`config.mk`:
```
export PLATFORM = sky130hd
export DESIGN_NAME = button_conditioner
export DESIGN_NICKNAME = d
export VERILOG_FILES = /design/src/rtl/button_conditioner_pkg.sv /design/src/rtl/debounce_channel.sv /design/src/rtl/button_conditioner.sv
export SDC_FILE = /design/constraint.sdc
export NUM_CORES = 1
export LEC_CHECK = 0
export CORE_ASPECT_RATIO = 2
export CORE_MARGIN = 4
export CORE_UTILIZATION = 35
export DETAILED_ROUTE_END_ITERATION = 10
export HOLD_SLACK_MARGIN = 0.03
export SYNTH_ARGS = -nofsm -noshare
export SYNTH_HDL_FRONTEND = slang
export SYNTH_HIERARCHICAL = 1
export SYNTH_SLANG_ARGS = --single-unit
```
`constraint.sdc`:
```
create_clock -name clk -period 2.54 [get_ports clk]
set_input_delay 0.381 -clock clk [delete_from_list [all_inputs] [get_ports clk]]
set_output_delay 0.381 -clock clk [all_outputs]
set_load 0.05 [all_outputs]
```
`src/rtl/button_conditioner_pkg.sv`:
```
// Shared definitions for the key conditioning front end: channel FSM
// encoding and the role of each key bit.
package button_conditioner_pkg;

    typedef enum logic [1:0] {
        ST_RELEASED    = 2'd0,
        ST_CHK_PRESS   = 2'd1,
        ST_PRESSED     = 2'd2,
        ST_CHK_RELEASE = 2'd3
    } chan_state_e;

    localparam int KEY_BIT1  = 0;
    localparam int KEY_BIT0  = 1;
    localparam int KEY_START = 2;
    localparam int NUM_KEYS  = 3;

    // A channel reports the key as held once the press has been accepted,
    // and keeps doing so until a release has been accepted.
    function automatic logic is_held(input chan_state_e st);
        return (st == ST_PRESSED) || (st == ST_CHK_RELEASE);
    endfunction

endpackage

```
`src/rtl/debounce_channel.sv`:
```
// One key input: synchronizer, stability counter and press/release FSM.
// level_n and press_evt describe the state taken at the coming clock edge.
module debounce_channel
    import button_conditioner_pkg::*;
#(
    parameter int DEBOUNCE_CYCLES = 500000,
    parameter int CNT_W           = 20,
    parameter int SYNC_STAGES     = 2
) (
    input  logic clk,
    input  logic rst_n,
    input  logic key_n,
    output logic level_n,
    output logic press_evt
);

    localparam logic [CNT_W-1:0] CNT_LAST = CNT_W'(DEBOUNCE_CYCLES - 1);

    logic [SYNC_STAGES-1:0] sync_q;
    logic                   sync_n;
    chan_state_e            state_q, state_d;
    logic [CNT_W-1:0]       cnt_q, cnt_d, cnt_inc;

    // NOTE: synchronizer flops reset to 1 so a key that is already held when
    // reset lifts looks like a fresh press and must be qualified again.
    always_ff @(posedge clk or negedge rst_n) begin
        if (!rst_n) begin
            sync_q <= '1;
        end else begin
            sync_q <= {sync_q[SYNC_STAGES-2:0], key_n};
        end
    end

    assign sync_n  = sync_q[SYNC_STAGES-1];
    assign cnt_inc = (cnt_q == '1) ? cnt_q : cnt_q + 1'b1;

    // NOTE: every output of this block gets a default before the case, so no
    // path leaves a signal unassigned and no latch is inferred.
    always_comb begin
        state_d   = state_q;
        cnt_d     = cnt_q;
        press_evt = 1'b0;
        unique case (state_q)
            ST_RELEASED: begin
                if (!sync_n) begin
                    state_d = ST_CHK_PRESS;
                    cnt_d   = '0;
                end
            end
            ST_CHK_PRESS: begin
                if (sync_n) begin
                    state_d = ST_RELEASED;
                    cnt_d   = '0;
                end else if (cnt_q == CNT_LAST) begin
                    state_d   = ST_PRESSED;
                    cnt_d     = '0;
                    press_evt = 1'b1;
                end else begin
                    cnt_d = cnt_inc;
                end
            end
            ST_PRESSED: begin
                if (sync_n) begin
                    state_d = ST_CHK_RELEASE;
                    cnt_d   = '0;
                end
            end
            ST_CHK_RELEASE: begin
                if (!sync_n) begin
                    state_d = ST_PRESSED;
                    cnt_d   = '0;
                end else if (cnt_q == CNT_LAST) begin
                    state_d = ST_RELEASED;
                    cnt_d   = '0;
                end else begin
                    cnt_d = cnt_inc;
                end
            end
            default: begin
                state_d = ST_RELEASED;
                cnt_d   = '0;
            end
        endcase
    end

    assign level_n = ~is_held(state_d);

    // NOTE: state registers use non-blocking assignments so every flop
    // samples the values from before the edge, independent of block order.
    always_ff @(posedge clk or negedge rst_n) begin
        if (!rst_n) begin
            state_q <= ST_RELEASED;
            cnt_q   <= '0;
        end else begin
            state_q <= state_d;
            cnt_q   <= cnt_d;
        end
    end

endmodule

```
`src/rtl/button_conditioner.sv`:
```
// Turns three bouncing active-low keys into registered bit strobes, a
// conflict pulse and a debounced active-low start level.
module button_conditioner
    import button_conditioner_pkg::*;
#(
    parameter int DEBOUNCE_CYCLES = 500000,
    parameter int CNT_W           = 20,
    parameter int SYNC_STAGES     = 2
) (
    input  logic       clk,
    input  logic       rst_n,
    input  logic [2:0] key_n,
    output logic       button0,
    output logic       button1,
    output logic       start,
    output logic       conflict
);

    logic [NUM_KEYS-1:0] level_n;
    logic [NUM_KEYS-1:0] press_evt;
    logic                both_evt;
    logic                button0_d, button1_d, conflict_d;
    logic                button0_q, button1_q, conflict_q, start_q;
    logic                unused_chan_outputs;

    for (genvar i = 0; i < NUM_KEYS; i++) begin : g_chan
        debounce_channel #(
            .DEBOUNCE_CYCLES (DEBOUNCE_CYCLES),
            .CNT_W           (CNT_W),
            .SYNC_STAGES     (SYNC_STAGES)
        ) u_chan (
            .clk       (clk),
            .rst_n     (rst_n),
            .key_n     (key_n[i]),
            .level_n   (level_n[i]),
            .press_evt (press_evt[i])
        );
    end

    // The start key only needs its level; the bit keys only their press events.
    assign unused_chan_outputs = ^{press_evt[KEY_START], level_n[KEY_BIT1], level_n[KEY_BIT0]};

    // A same-cycle pair of bit presses is ambiguous, so neither bit is entered.
    always_comb begin
        both_evt   = press_evt[KEY_BIT1] & press_evt[KEY_BIT0];
        button0_d  = press_evt[KEY_BIT1] & ~both_evt;
        button1_d  = press_evt[KEY_BIT0] & ~both_evt;
        conflict_d = both_evt;
    end

    always_ff @(posedge clk or negedge rst_n) begin
        if (!rst_n) begin
            button0_q  <= 1'b0;
            button1_q  <= 1'b0;
            conflict_q <= 1'b0;
            start_q    <= 1'b1;
        end else begin
            button0_q  <= button0_d;
            button1_q  <= button1_d;
            conflict_q <= conflict_d;
            start_q    <= level_n[KEY_START];
        end
    end

    assign button0  = button0_q;
    assign button1  = button1_q;
    assign conflict = conflict_q;
    assign start    = start_q;

endmodule

```
==> Word-level counts from Yosys, hierarchy flattened <==
Index checks and enable logic that the tools add are counted.
{ "totals": {"latchBits": 0, "output_inout_bits": 4, "rom_bits": 0, "n_memories": 0, "register_bits": 76, "wordCells": 105, "ram_bits": 0, "inputBits": 5} }
{ "op_classes": {"n_mux": 48, "n_div": 0, "multipliers": 0, "bitwise_logic": 5, "shifts": 0, "order_cmp": 0, "n_reduce_logical": 9, "eq_ne": 27, "n_addsub": 3} }
{ "ops": {"columns": ["operator", "count"], "rows": [
  ["2-to-1 mux 20 bit", 18],
  ["case mux 20 bit (4 select lines)", 3],
  ["adder 20 x 1 -> 20 bit (second input constant)", 3],
  ["equality test 20 x 19 -> 1 bit (second input constant)", 3],
  ["equality test 20 bit (second input constant)", 3],
  ["2-to-1 mux 2 bit", 18],
  ["case mux 2 bit (4 select lines)", 3],
  ["equality test 2 bit (second input constant)", 8],
  ["AND reduction 4 bit", 2],
  ["equality test 2 x 1 -> 1 bit (second input constant)", 3],
  ["logical NOT 2 bit", 3],
  ["2-to-1 mux 1 bit", 6],
  ["inequality test 2 x 1 -> 1 bit (second input constant)", 3],
  ["inequality test 2 bit (second input constant)", 3],
  ["inequality test 3 x 1 -> 1 bit (second input constant)", 2],
  ["inequality test 3 bit (second input constant)", 2],
  ["AND reduction 2 bit", 3],
  ["bitwise AND 1 bit", 3],
  ["NOT 1 bit", 2],
  ["logical OR 1 bit", 1]
]} }

==> Depth between registers and ports, before layout <==
Gate-level depths: netlist of run 1.
{ "logic_depth": {"depth_word": 7, "mapped_depth": 8, "depth_no_buf": 7} }

==> Hierarchy <==
Netlist of run 1, hierarchy kept.
{ "by_module_without_submodules": {"columns": ["mod", "cells_per_inst", "area_each_um2", "seq_area_each_um2", "instances"], "rows": [
  ["debounce_channel", 153, 1398.8, 603.1, 3],
  ["button_conditioner", 7, 123.9, 101.3, 1]
]} }

==> Worst setup path after synthesis of run 1 <==
OpenSTA, ideal clock, no wires.
{ "synth_path": {"path_type": "reg-to-reg", "from": "register g_chan[0].u_chan.cnt_q[0]", "to": "register g_chan[0].u_chan.cnt_q[14]", "arrival_ns": 1.878, "path_stages_with_launch": 9, "setup_slack_ns": 0.529, "setup_time_ns": 0.133, "path_cell_list": "dfrtp_1 -> ha_1 -> nand4_4 -> or3_4 -> o31a_1 -> buf_6 -> buf_6 -> a22oi_1 -> nand2_1"} }
{ "synth_between": {"elab_chain_cells": 5} }
{ "synth_rtl": {"columns": ["element", "line_no", "source"], "rows": [
  ["start: declaration", "debounce_channel.sv:22", "logic [CNT_W-1:0] cnt_q, cnt_d, cnt_inc;"],
  ["start signal: assignment", "debounce_channel.sv:96", "cnt_q <= cnt_d;"],
  ["adder 20 x 1 -> 20 bit / equality test 20 bit (equally long branches)", "debounce_channel.sv:35", "assign cnt_inc = (cnt_q == '1) ? cnt_q : cnt_q + 1'b1;"],
  ["2-to-1 mux 20 bit", "debounce_channel.sv:35", null],
  ["2-to-1 mux 20 bit *", "debounce_channel.sv:54, debounce_channel.sv:72", null],
  ["2-to-1 mux 20 bit, on equally long branches", "debounce_channel.sv:69, debounce_channel.sv:51", null],
  ["case mux 20 bit (4 select lines) *", "debounce_channel.sv:43", "unique case (state_q)"]
]} }
Every way passes the cells marked *; elsewhere a longest branch is shown, timed or not.
A chain may end at the register's enable or synchronous reset.

==> Final worst setup path of run 1 <==
{ "layout_path": {"from": "register g_chan[2].u_chan.cnt_q[0]", "to": "register g_chan[2].u_chan.cnt_q[10]"} }
{ "layout_between": {"elab_chain_cells": 5} }
{ "layout_rtl": {"columns": ["element", "line_no"], "rows": [
  ["start: declaration", "debounce_channel.sv:22"],
  ["start signal: assignment", "debounce_channel.sv:96"],
  ["adder 20 x 1 -> 20 bit / equality test 20 bit (equally long branches)", "debounce_channel.sv:35"],
  ["2-to-1 mux 20 bit", "debounce_channel.sv:35"],
  ["2-to-1 mux 20 bit *", "debounce_channel.sv:54, debounce_channel.sv:72"],
  ["2-to-1 mux 20 bit, on equally long branches", "debounce_channel.sv:69, debounce_channel.sv:51"],
  ["case mux 20 bit (4 select lines) *", "debounce_channel.sv:43"]
]} }
Marks and branches as above.

==> results.json, run 1 <==
{
  "outcome": "completed",
  "final-setup-viol-count": 0,
  "cts-root-to-sink-buffers": 2,
  "timing.max_slew.rel_slack_pct": 55.12,
  "worstReg2RegStart": "g_chan[2].u_chan/cnt_q[0]$_DFFE_PN0P_",
  "cts_made_buffers": 9,
  "post-route-worst-setup-slack_ns": 0.1757,
  "regToRegEndpoint": "g_chan[2].u_chan/cnt_q[10]$_DFFE_PN0P_",
  "timing.clock.skew_ns": 0.009568,
  "busiest_layer": "met2",
  "drt.antenna.violating_nets": 0,
  "globalRouteMet1Util_pct": 16.43,
  "floorplan_core_area_mm2": 0.01205,
  "die_width_um": 86.31,
  "fmaxAchievable_mhz": 423.0,
  "post-route-util_pct": 40.76,
  "dr.pass1.iters": 5,
  "worstSetupStartpoint": "g_chan[2].u_chan/cnt_q[0]$_DFFE_PN0P_",
  "synth.avg_cell_area_um2": 9.272,
  "timing.critical_path.from_type": "register",
  "die_area_mm2": 0.01421,
  "ys_warn_count": 6,
  "tritoncts": "yes",
  "globalRouteMet2Util_pct": 29.59,
  "regArea_mm2": 0.001911,
  "worst_ep_arrival_time_ns": 2.57,
  "setup.reg_to_reg.worst_slack_ns": 0.18,
  "grt.total_usage_pct": 16.04,
  "drive_above_1_share_pct": 11.89,
  "grt_start_max_net_pins": 48,
  "met3_usage_pct": 3.095,
  "worst-r2r-cell-count": 7,
  "io_pins": 9,
  "antenna_found_initial": 0,
  "max-vdd-ir-drop_mv": 0.3406,
  "vias_in_the_first_global_route": 3840,
  "postCtsResizedCells": 0,
  "gpl.final_weighted_congestion": 0.8586,
  "grt_pass1_wl_um": 17960,
  "numPlacedInstances": 619,
  "wl_um": 10700,
  "area.growth.synth_to_final_pct": 14.43,
  "netlist_instances": 463,
  "antenna_cells_inserted": 0,
  "worst_skew_pair.late_latency_ns": 0.33,
  "cts_hold_repair.buffers": 0,
  "syn_nets": 471,
  "fillCellCount": 1174,
  "rows": 57,
  "maxCapViolations": 0,
  "endpoint_kind": "register",
  "cts_htree_levels": 3,
  "globalRouteOverflowTotal": 0,
  "cts_setup_buffers": 0,
  "drt-vias-per-instance": 6.025,
  "critPathMaxFanout": 16,
  "wl_per_cell_um": 16.84,
  "worst-setup-path-type": "register to register",
  "min_path_type": "input port to async pin",
  "holdWs_ns": 0.05761,
  "crit_required_ns": 2.75,
  "register_clock_pin_slew_on_the_reported_worst_setup_and_hold_paths_ns": 0.06,
  "detailed_place.area_mm2": 0.004539,
  "fin_total_pwr_mw": 2.982,
  "detailedPlacementHpwl_um": 7773,
  "layout_min_cycle_time_ns": 2.364,
  "cellLeakagePower_nw": 1.904,
  "cell_at_the_root_of_the_clock_tree": "clkbuf_16",
  "finalSetupTns_ns": 0,
  "finish.net_count": 491,
  "starting_density_of_the_core_pct": 35.62,
  "die_h_um": 164.6,
  "finish.instance_area_mm2": 0.004912,
  "timing.final.crit_share_pct": 93.08,
  "cellPowerDensity_mw_per_mm2": 607.0,
  "placement.setup.worst_slack_ns": 0.2192,
  "timing_worst_slew_pin_value_ns": 0.6707,
  "route.vias.total": 3826,
  "hold_viol_final": 0,
  "synthesis.area_mm2": 0.004293,
  "numClockSinks": 76,
  "pins_over_slew_limit": 0,
  "remaining_drc_errors": 0,
  "final_cell_count_no_fill": 635,
  "portBuffers": 8,
  "drt_iter0_drc": 129,
  "unrepaired_setup_endpoints_after_global_routing": "no",
  "multiInputGateArea_mm2": 0.002180
}
state kept, by name, indices dropped and copies added, names as in the netlist:
register,count
g_chan.u_chan/sync_q,6
g_chan.u_chan/cnt_q,60
conflict,1
g_chan.u_chan/state_q,6
button1,1
start,1
button0,1
worst max path at each step:
stage                                                        end  slack [ns]  depth (start not counted)
after floorplan           g_chan[0].u_chan/cnt_q[14]$_DFFE_PN0P_        0.53                          8
after global routing       g_chan[1].u_chan/cnt_q[7]$_DFFE_PN0P_        0.06                          7
after global placement    g_chan[2].u_chan/cnt_q[10]$_DFFE_PN0P_        0.26                          7
final                     g_chan[2].u_chan/cnt_q[10]$_DFFE_PN0P_        0.18                          7
after CTS                 g_chan[2].u_chan/cnt_q[10]$_DFFE_PN0P_        0.20                          7
after detailed placement  g_chan[2].u_chan/cnt_q[10]$_DFFE_PN0P_        0.22                          7
placed cells by master (no fill, tap or decap), types with 4 or more instances in the layout:
cell and instances:
dfrtp_1 69, inv_1 18, a21oi_1 39, and2_1 9
nand4_1 12, a31oi_1 21, nor3_1 23, nor2_1 24
o31a_1 6, a41oi_1 6, clkdlybuf4s50_1 7, or3_1 12
a22oi_1 6, nor4_1 9, bufinv_16 4, buf_4 17
o211ai_1 9, nand3_1 24, o21ai_1 27, nand2_1 33
o21ai_0 12, clkbuf_16 9, o311ai_0 6, a21o_1 6
dfstp_2 7, and3_1 9, or4_1 6
final cells by class:
| cell class | count | area share, % |
|---|---|---|
| multi-input combinational | 354 | 44.37 |
| tap | 147 | 3.744 |
| sequential | 76 | 38.89 |
| clock inverter | 6 | 2.725 |
| timing repair buffer | 24 | 4.024 |
| clock buffer | 10 | 4.865 |
| inverter | 18 | 1.375 |
worst max-delay path: stages, from the launching register on:
cell and delay (ns):
dfrtp_1 0.38, ha_1 0.28, nand4_4 0.16, or3_4 0.42, o31a_1 0.50, buf_4 0.28, a22oi_1 0.14, nand2_1 0.08
routing by layer:
metal / vias to the layer above / routed length, µm
met4: 0 / 413
li1: 1831 / -
met2: 103 / 5885
met1: 1861 / 4077
met3: 31 / 319
met5: - / 0
where the power goes:
group / switching [mW] / internal [mW] / total, mW
Combinational: 0.0942 / 0.0480 / 0.142
Sequential: 0.0135 / 1.23 / 1.24
Clock: 0.508 / 1.09 / 1.60
No activity file was read; power rests on OpenSTA's default activity.
==> run 2, diff against run 1 <==
Settings changed: PLACE_DENSITY from default to 0.54.
==> run 2 against run 1 <==
Against the previous run: sequential power hardly changed; global-route usage rose by 0.26 points; register-to-register slack got worse by 0.04 ns; via count down 1.7%; worst setup slack lost 0.042 ns; wire length rose by 2.2%; core utilization decreased by 0.25 points; largest power group unchanged; first-iteration DRC count increased by 69%; critical endpoint is now g_chan[0].u_chan/cnt_q[4]$_DFFE_PN0P_; fmax decreased by 1.7%; largest cell class unchanged.
==> results.json, run 2 (same netlist as run 1, synthesis figures left out) <==
{
  "cts_made_buffers": 9,
  "layout_min_cycle_time_ns": 2.406,
  "antenna_cells_inserted": 0,
  "finish.net_count": 490,
  "worst-setup-path-type": "register to register",
  "pins_over_slew_limit": 0,
  "crit_required_ns": 2.75,
  "final_common_cell": "dfrtp_1",
  "timing.clock.skew_ns": 0.006837,
  "postCtsResizedCells": 0,
  "drive_above_1_share_pct": 11.70,
  "logic_gate_share_of_total_power_pct": 5.2,
  "timing.final.crit_share_pct": 94.72,
  "route.vias.total": 3761,
  "numClockSinks": 76,
  "max-vdd-ir-drop_mv": 0.4153,
  "drt.antenna.violating_nets": 0,
  "hold_viol_final": 0,
  "critical_path.cell_chain": "ha_1 > nand4_4 > or3_4 > o31a_1 > a41oi_1 > a21oi_1",
  "p_int_mw": 2.145,
  "dr.pass1.iters": 4,
  "worst_ep_arrival_time_ns": 2.62,
  "drt_iter0_drc": 218,
  "layout_top_registers": "g_chan.u_chan/cnt_q x60, g_chan.u_chan/state_q x6, g_chan.u_chan/sync_q x6",
  "detailedPlacementHpwl_um": 7922,
  "critPathMaxFanout": 28,
  "cell_at_the_root_of_the_clock_tree": "clkbuf_16",
  "maxCapViolations": 0,
  "timing.max_slew.rel_slack_pct": 35.39,
  "part_of_the_power_in_the_clock_network_pct": 50.3,
  "min_path_type": "input port to async pin",
  "cellPowerDensity_mw_per_mm2": 572.4,
  "grt_pass1_wl_um": 18360,
  "gpl.final_weighted_congestion": 0.8246,
  "die_h_um": 164.6,
  "most-common-layout-cells": "dfrtp_1 (69), a21oi_1 (39), nand2_1 (33)",
  "unrepaired_setup_endpoints_after_global_routing": "no",
  "wl_per_cell_um": 17.24,
  "rows": 57,
  "cts-root-to-sink-buffers": 2,
  "globalRouteOverflowTotal": 0,
  "worst_skew_pair.late_latency_ns": 0.34,
  "timing.critical_path.from_type": "register",
  "io_pins": 9,
  "portBuffers": 8,
  "cpMaxStageDelayCell": "o31a_1",
  "holdWs_ns": 0.03623,
  "remaining_drc_errors": 0,
  "largest_register_ff_count": 60,
  "tritoncts": "yes",
  "vias_in_the_first_global_route": 3728,
  "power.share.sequential_pct": 44.5,
  "crit_path_max_incr_delay_ns": 0.60,
  "fillCellCount": 1188,
  "outcome": "completed",
  "setup.reg_to_reg.worst_slack_ns": 0.13,
  "die_area_mm2": 0.01421,
  "cellLeakagePower_nw": 1.870,
  "regArea_mm2": 0.001911,
  "largest-register": "g_chan.u_chan/cnt_q",
  "area.growth.synth_to_final_pct": 13.73,
  "floorplan_core_area_mm2": 0.01205,
  "antenna_found_initial": 0,
  "wl_um": 10930,
  "finalSetupTns_ns": 0,
  "starting_density_of_the_core_pct": 35.62,
  "fmaxAchievable_mhz": 415.6,
  "cts_htree_levels": 3,
  "multiInputGateArea_mm2": 0.002180,
  "cts_hold_repair.buffers": 0,
  "p_switching_mw": 0.6495,
  "cts_setup_buffers": 0,
  "endpoint_kind": "register",
  "register_clock_pin_slew_on_the_reported_worst_setup_and_hold_paths_ns": 0.06,
  "drt-vias-per-instance": 5.932,
  "grt_start_max_net_pins": 42,
  "timing_worst_slew_pin_value_ns": 0.9691,
  "die_width_um": 86.31,
  "netSwitchingFraction_pct": 23.24,
  "final-setup-viol-count": 0,
  "grt.total_usage_pct": 16.30
}
-- run 2: changes by cell type in the layout (fill, tap and decap cells not counted), sizes merged --
cell      delta
buf          -1
bufinv       -2
clkbuf       -1
clkinvlp     +3
-- run 2: area by class of cell --
class / count / share of cell area, %
multi-input cells: 354 / 44.64
well taps: 147 / 3.767
clock inverters: 7 / 2.050
flip-flops and latches: 76 / 39.13
inverters: 18 / 1.384
repair buffers: 23 / 4.408
clock buffers: 9 / 4.613
-- run 2: per-stage QoR --
stage / total power [mW] / cell area (µm²) / util, % / cells / setup slack [ns]
2_1_floorplan: 1.358 / 4293 / - / 463 / 0.5285
3_3_place_gp: 1.410 / 4557 / 37.81 / 618 / 0.1851
3_5_place_dp: 1.413 / 4557 / 37.81 / 618 / 0.1642
4_1_cts: 2.847 / 4882 / 40.51 / 634 / 0.1515
5_1_grt: 2.900 / 4882 / 40.51 / 634 / 0.009903
6_report: 2.794 / 4882 / 40.51 / 634 / 0.1340
-- run 2: power groups by stage --
stage	combinational, mW	sequential (mW)	clock (mW)
CTS	0.149	1.24	1.46
floorplan	0.0959	1.26	0
global placement	0.146	1.26	0
finish	0.145	1.24	1.41
detailed placement	0.148	1.27	0
global route	0.165	1.24	1.49
-- run 2: routing by layer --
layer	wire (µm)	global-route usage [%]
met4	274	7.021
met2	6060	30.43
met5	0	0
met1	4245	17.27
met3	351	3.395
-- run 2: worst paths after layout --
| path | from | endpoint | cells after the start |
|---|---|---|---|
| max reg2reg | g_chan[0].u_chan/cnt_q[0]$_DFFE_PN0P_ | g_chan[0].u_chan/cnt_q[4]$_DFFE_PN0P_ | 6 |
| max in group asynchronous | rst_n | g_chan[2].u_chan/cnt_q[0]$_DFFE_PN0P_ | 2 |
| max | g_chan[0].u_chan/cnt_q[0]$_DFFE_PN0P_ | g_chan[0].u_chan/cnt_q[4]$_DFFE_PN0P_ | 6 |
| min in group clk | g_chan[2].u_chan/sync_q[0]$_DFF_PN1_ | g_chan[2].u_chan/sync_q[1]$_DFF_PN1_ | 0 |
| min | rst_n | g_chan[0].u_chan/cnt_q[13]$_DFFE_PN0P_ | 1 |
| min reg2reg | g_chan[2].u_chan/sync_q[0]$_DFF_PN1_ | g_chan[2].u_chan/sync_q[1]$_DFF_PN1_ | 0 |
-- run 2: critical path: cells and delay by family (launching register included) --
kind | cells | cell delay [ns]
AOI/OAI and AO/OA | 3 | 1.03
DFF | 1 | 0.39
adders and majority gates | 1 | 0.27
and+or+nand+nor | 2 | 0.59
==> run 3, diff against run 2 <==
Settings changed: RECOVER_POWER from default to 100.
==> run 3 against run 2 <==
Against the previous run: die area unchanged; non-clock buffer count unchanged; cell area down 0.79%; register-to-register slack about the same; worst setup slack better by 0.0077 ns; via count down 0.11%; critical endpoint is now g_chan[2].u_chan/cnt_q[6]$_DFFE_PN0P_; sequential share of layout area up 0.31 points; fmax up 0.32%; clock-buffer cell count unchanged.
==> results.json, run 3 (same netlist as run 1, synthesis figures left out) <==
{
  "outcome": "completed",
  "pins_over_slew_limit": 0,
  "cts-root-to-sink-buffers": 2,
  "cts_htree_levels": 3,
  "critical_path.cell_chain": "ha_1 > nand4_4 > or3_1 > o31ai_2 > buf_4 > nor3_1 > o21bai_1",
  "grt.total_usage_pct": 16.30,
  "unrepaired_setup_endpoints_after_global_routing": "no",
  "fmaxAchievable_mhz": 417.0,
  "timing.max_slew.rel_slack_pct": 29.43,
  "die_area_mm2": 0.01421,
  "numClockSinks": 76,
  "finish.instance_area_mm2": 0.004843,
  "cts_setup_buffers": 0,
  "cellLeakagePower_nw": 1.865,
  "rows": 57,
  "post-route-worst-setup-slack_ns": 0.1417,
  "gpl.final_weighted_congestion": 0.8246,
  "layout_min_cycle_time_ns": 2.398,
  "detailed_place.area_mm2": 0.004557,
  "detailedPlacementHpwl_um": 7922,
  "worst_ep_arrival_time_ns": 2.62,
  "finalSetupTns_ns": 0,
  "finish.net_count": 490,
  "antenna_found_initial": 0,
  "wl_per_cell_um": 17.18,
  "grt_start_max_net_pins": 42,
  "timing.final.crit_share_pct": 94.42,
  "crit_required_ns": 2.77,
  "dr.pass1.iters": 5,
  "max-vdd-ir-drop_mv": 0.4154,
  "antenna_cells_inserted": 0,
  "vias_in_the_first_global_route": 3728,
  "placement.setup.worst_slack_ns": 0.1642,
  "tritoncts": "yes",
  "crit_path_max_incr_delay_ns": 0.53,
  "cellPowerDensity_mw_per_mm2": 575.1,
  "fin_total_pwr_mw": 2.785,
  "drive_above_1_share_pct": 10.68,
  "layout_top_registers": "g_chan.u_chan/cnt_q x60, g_chan.u_chan/state_q x6, g_chan.u_chan/sync_q x6",
  "timing_worst_slew_pin_value_ns": 1.058,
  "globalRouteOverflowTotal": 0,
  "drt_iter0_drc": 177,
  "holdWs_ns": 0.2260,
  "remaining_drc_errors": 0,
  "drt-vias-per-instance": 5.926,
  "postCtsResizedCells": 0,
  "min_path_type": "input port to async pin",
  "drt.antenna.violating_nets": 0,
  "starting_density_of_the_core_pct": 35.62,
  "route.vias.total": 3757,
  "largest-register": "g_chan.u_chan/cnt_q",
  "portBuffers": 8,
  "register_clock_pin_slew_on_the_reported_worst_setup_and_hold_paths_ns": 0.06,
  "hold_viol_final": 0,
  "cts_made_buffers": 9,
  "maxCapViolations": 0,
  "floorplan_core_area_mm2": 0.01205,
  "worst_skew_pair.late_latency_ns": 0.34,
  "area.growth.synth_to_final_pct": 12.82,
  "die_h_um": 164.6,
  "largest_register_ff_count": 60,
  "timing.clock.skew_ns": 0.007203,
  "critPathMaxFanout": 7,
  "wl_um": 10900,
  "io_pins": 9,
  "cts_hold_repair.buffers": 0,
  "endpoint_kind": "register",
  "worst-setup-path-type": "register to register",
  "cell_at_the_root_of_the_clock_tree": "clkbuf_16",
  "die_width_um": 86.31,
  "final-setup-viol-count": 0,
  "most-common-layout-cells": "dfrtp_1 (69), a21oi_1 (39), nand2_1 (33)",
  "grt_pass1_wl_um": 18360,
  "cpMaxStageDelayCell": "o31ai_2",
  "timing.critical_path.from_type": "register",
  "final_common_cell": "dfrtp_1"
}
[run 3: changes by cell type in the layout (fill, tap and decap cells not counted)]
cell / change
dfstp_2: -1
o31ai_1: +1
or3_4: -2
clkdlybuf4s50_1: -7
or3_1: +2
o31ai_2: -1
clkbuf_2: +3
dfstp_1: +1
o21ai_0: +12
clkbuf_1: +1
dlygate4sd3_1: +7
buf_4: -3
buf_12: -1
o21ai_1: -12
[run 3: per-stage QoR]
stage / std cells / utilization [%]
2_1_floorplan: 463 / -
3_3_place_gp: 618 / 37.81
3_5_place_dp: 618 / 37.81
4_1_cts: 634 / 40.51
5_1_grt: 634 / 40.18
6_report: 634 / 40.18
[run 3: final timing paths]
| check | startpoint | end | slack (ns) | cells after the start |
|---|---|---|---|---|
| min reg2reg | g_chan[2].u_chan/sync_q[0]$_DFF_PN1_ | g_chan[2].u_chan/sync_q[1]$_DFF_PN1_ | 0.36 | 0 |
| max | g_chan[2].u_chan/cnt_q[0]$_DFFE_PN0P_ | g_chan[2].u_chan/cnt_q[6]$_DFFE_PN0P_ | 0.14 | 7 |
| max reg2reg | g_chan[2].u_chan/cnt_q[0]$_DFFE_PN0P_ | g_chan[2].u_chan/cnt_q[6]$_DFFE_PN0P_ | 0.14 | 7 |
| max in group asynchronous | rst_n | g_chan[2].u_chan/cnt_q[0]$_DFFE_PN0P_ | 0.84 | 2 |
| min in group clk | g_chan[2].u_chan/sync_q[0]$_DFF_PN1_ | g_chan[2].u_chan/sync_q[1]$_DFF_PN1_ | 0.36 | 0 |
| min | rst_n | g_chan[0].u_chan/cnt_q[13]$_DFFE_PN0P_ | 0.23 | 1 |
[run 3: layout make-up]
type | instances | area (µm²)
fillers | 1193 | 7209
clock inverters | 7 | 100.1
clock buffers | 9 | 225.2
multi-input cells | 354 | 2165
well taps | 147 | 183.9
inverters | 18 | 67.56
repair buffers | 23 | 191.4
flip-flops and latches | 76 | 1911
[run 3: layer usage]
layer | share of wire, % | GRT usage (%) | up-vias
met4 | 2.7 | 7.021 | 0
met2 | 55 | 30.43 | 71
met5 | 0 | 0 | -
li1 | - | - | 1827
met1 | 39 | 17.27 | 1834
met3 | 3.0 | 3.395 | 25
[run 3: worst max-delay path: cells and delay by family (launching register included)]
family	cells	cell delay, ns
AO/OA/AOI/OAI	2	0.71
buffers and inverters	1	0.24
flip-flops	1	0.39
adder cells (fa/ha/maj)	1	0.27
AND/OR/NAND/NOR	3	0.67
[run 3: report_power, final]
group	switching [mW]	internal [mW]	total [mW]
Sequential	0.0133	1.23	1.24
Combinational	0.0935	0.0440	0.137
Clock	0.540	0.865	1.41
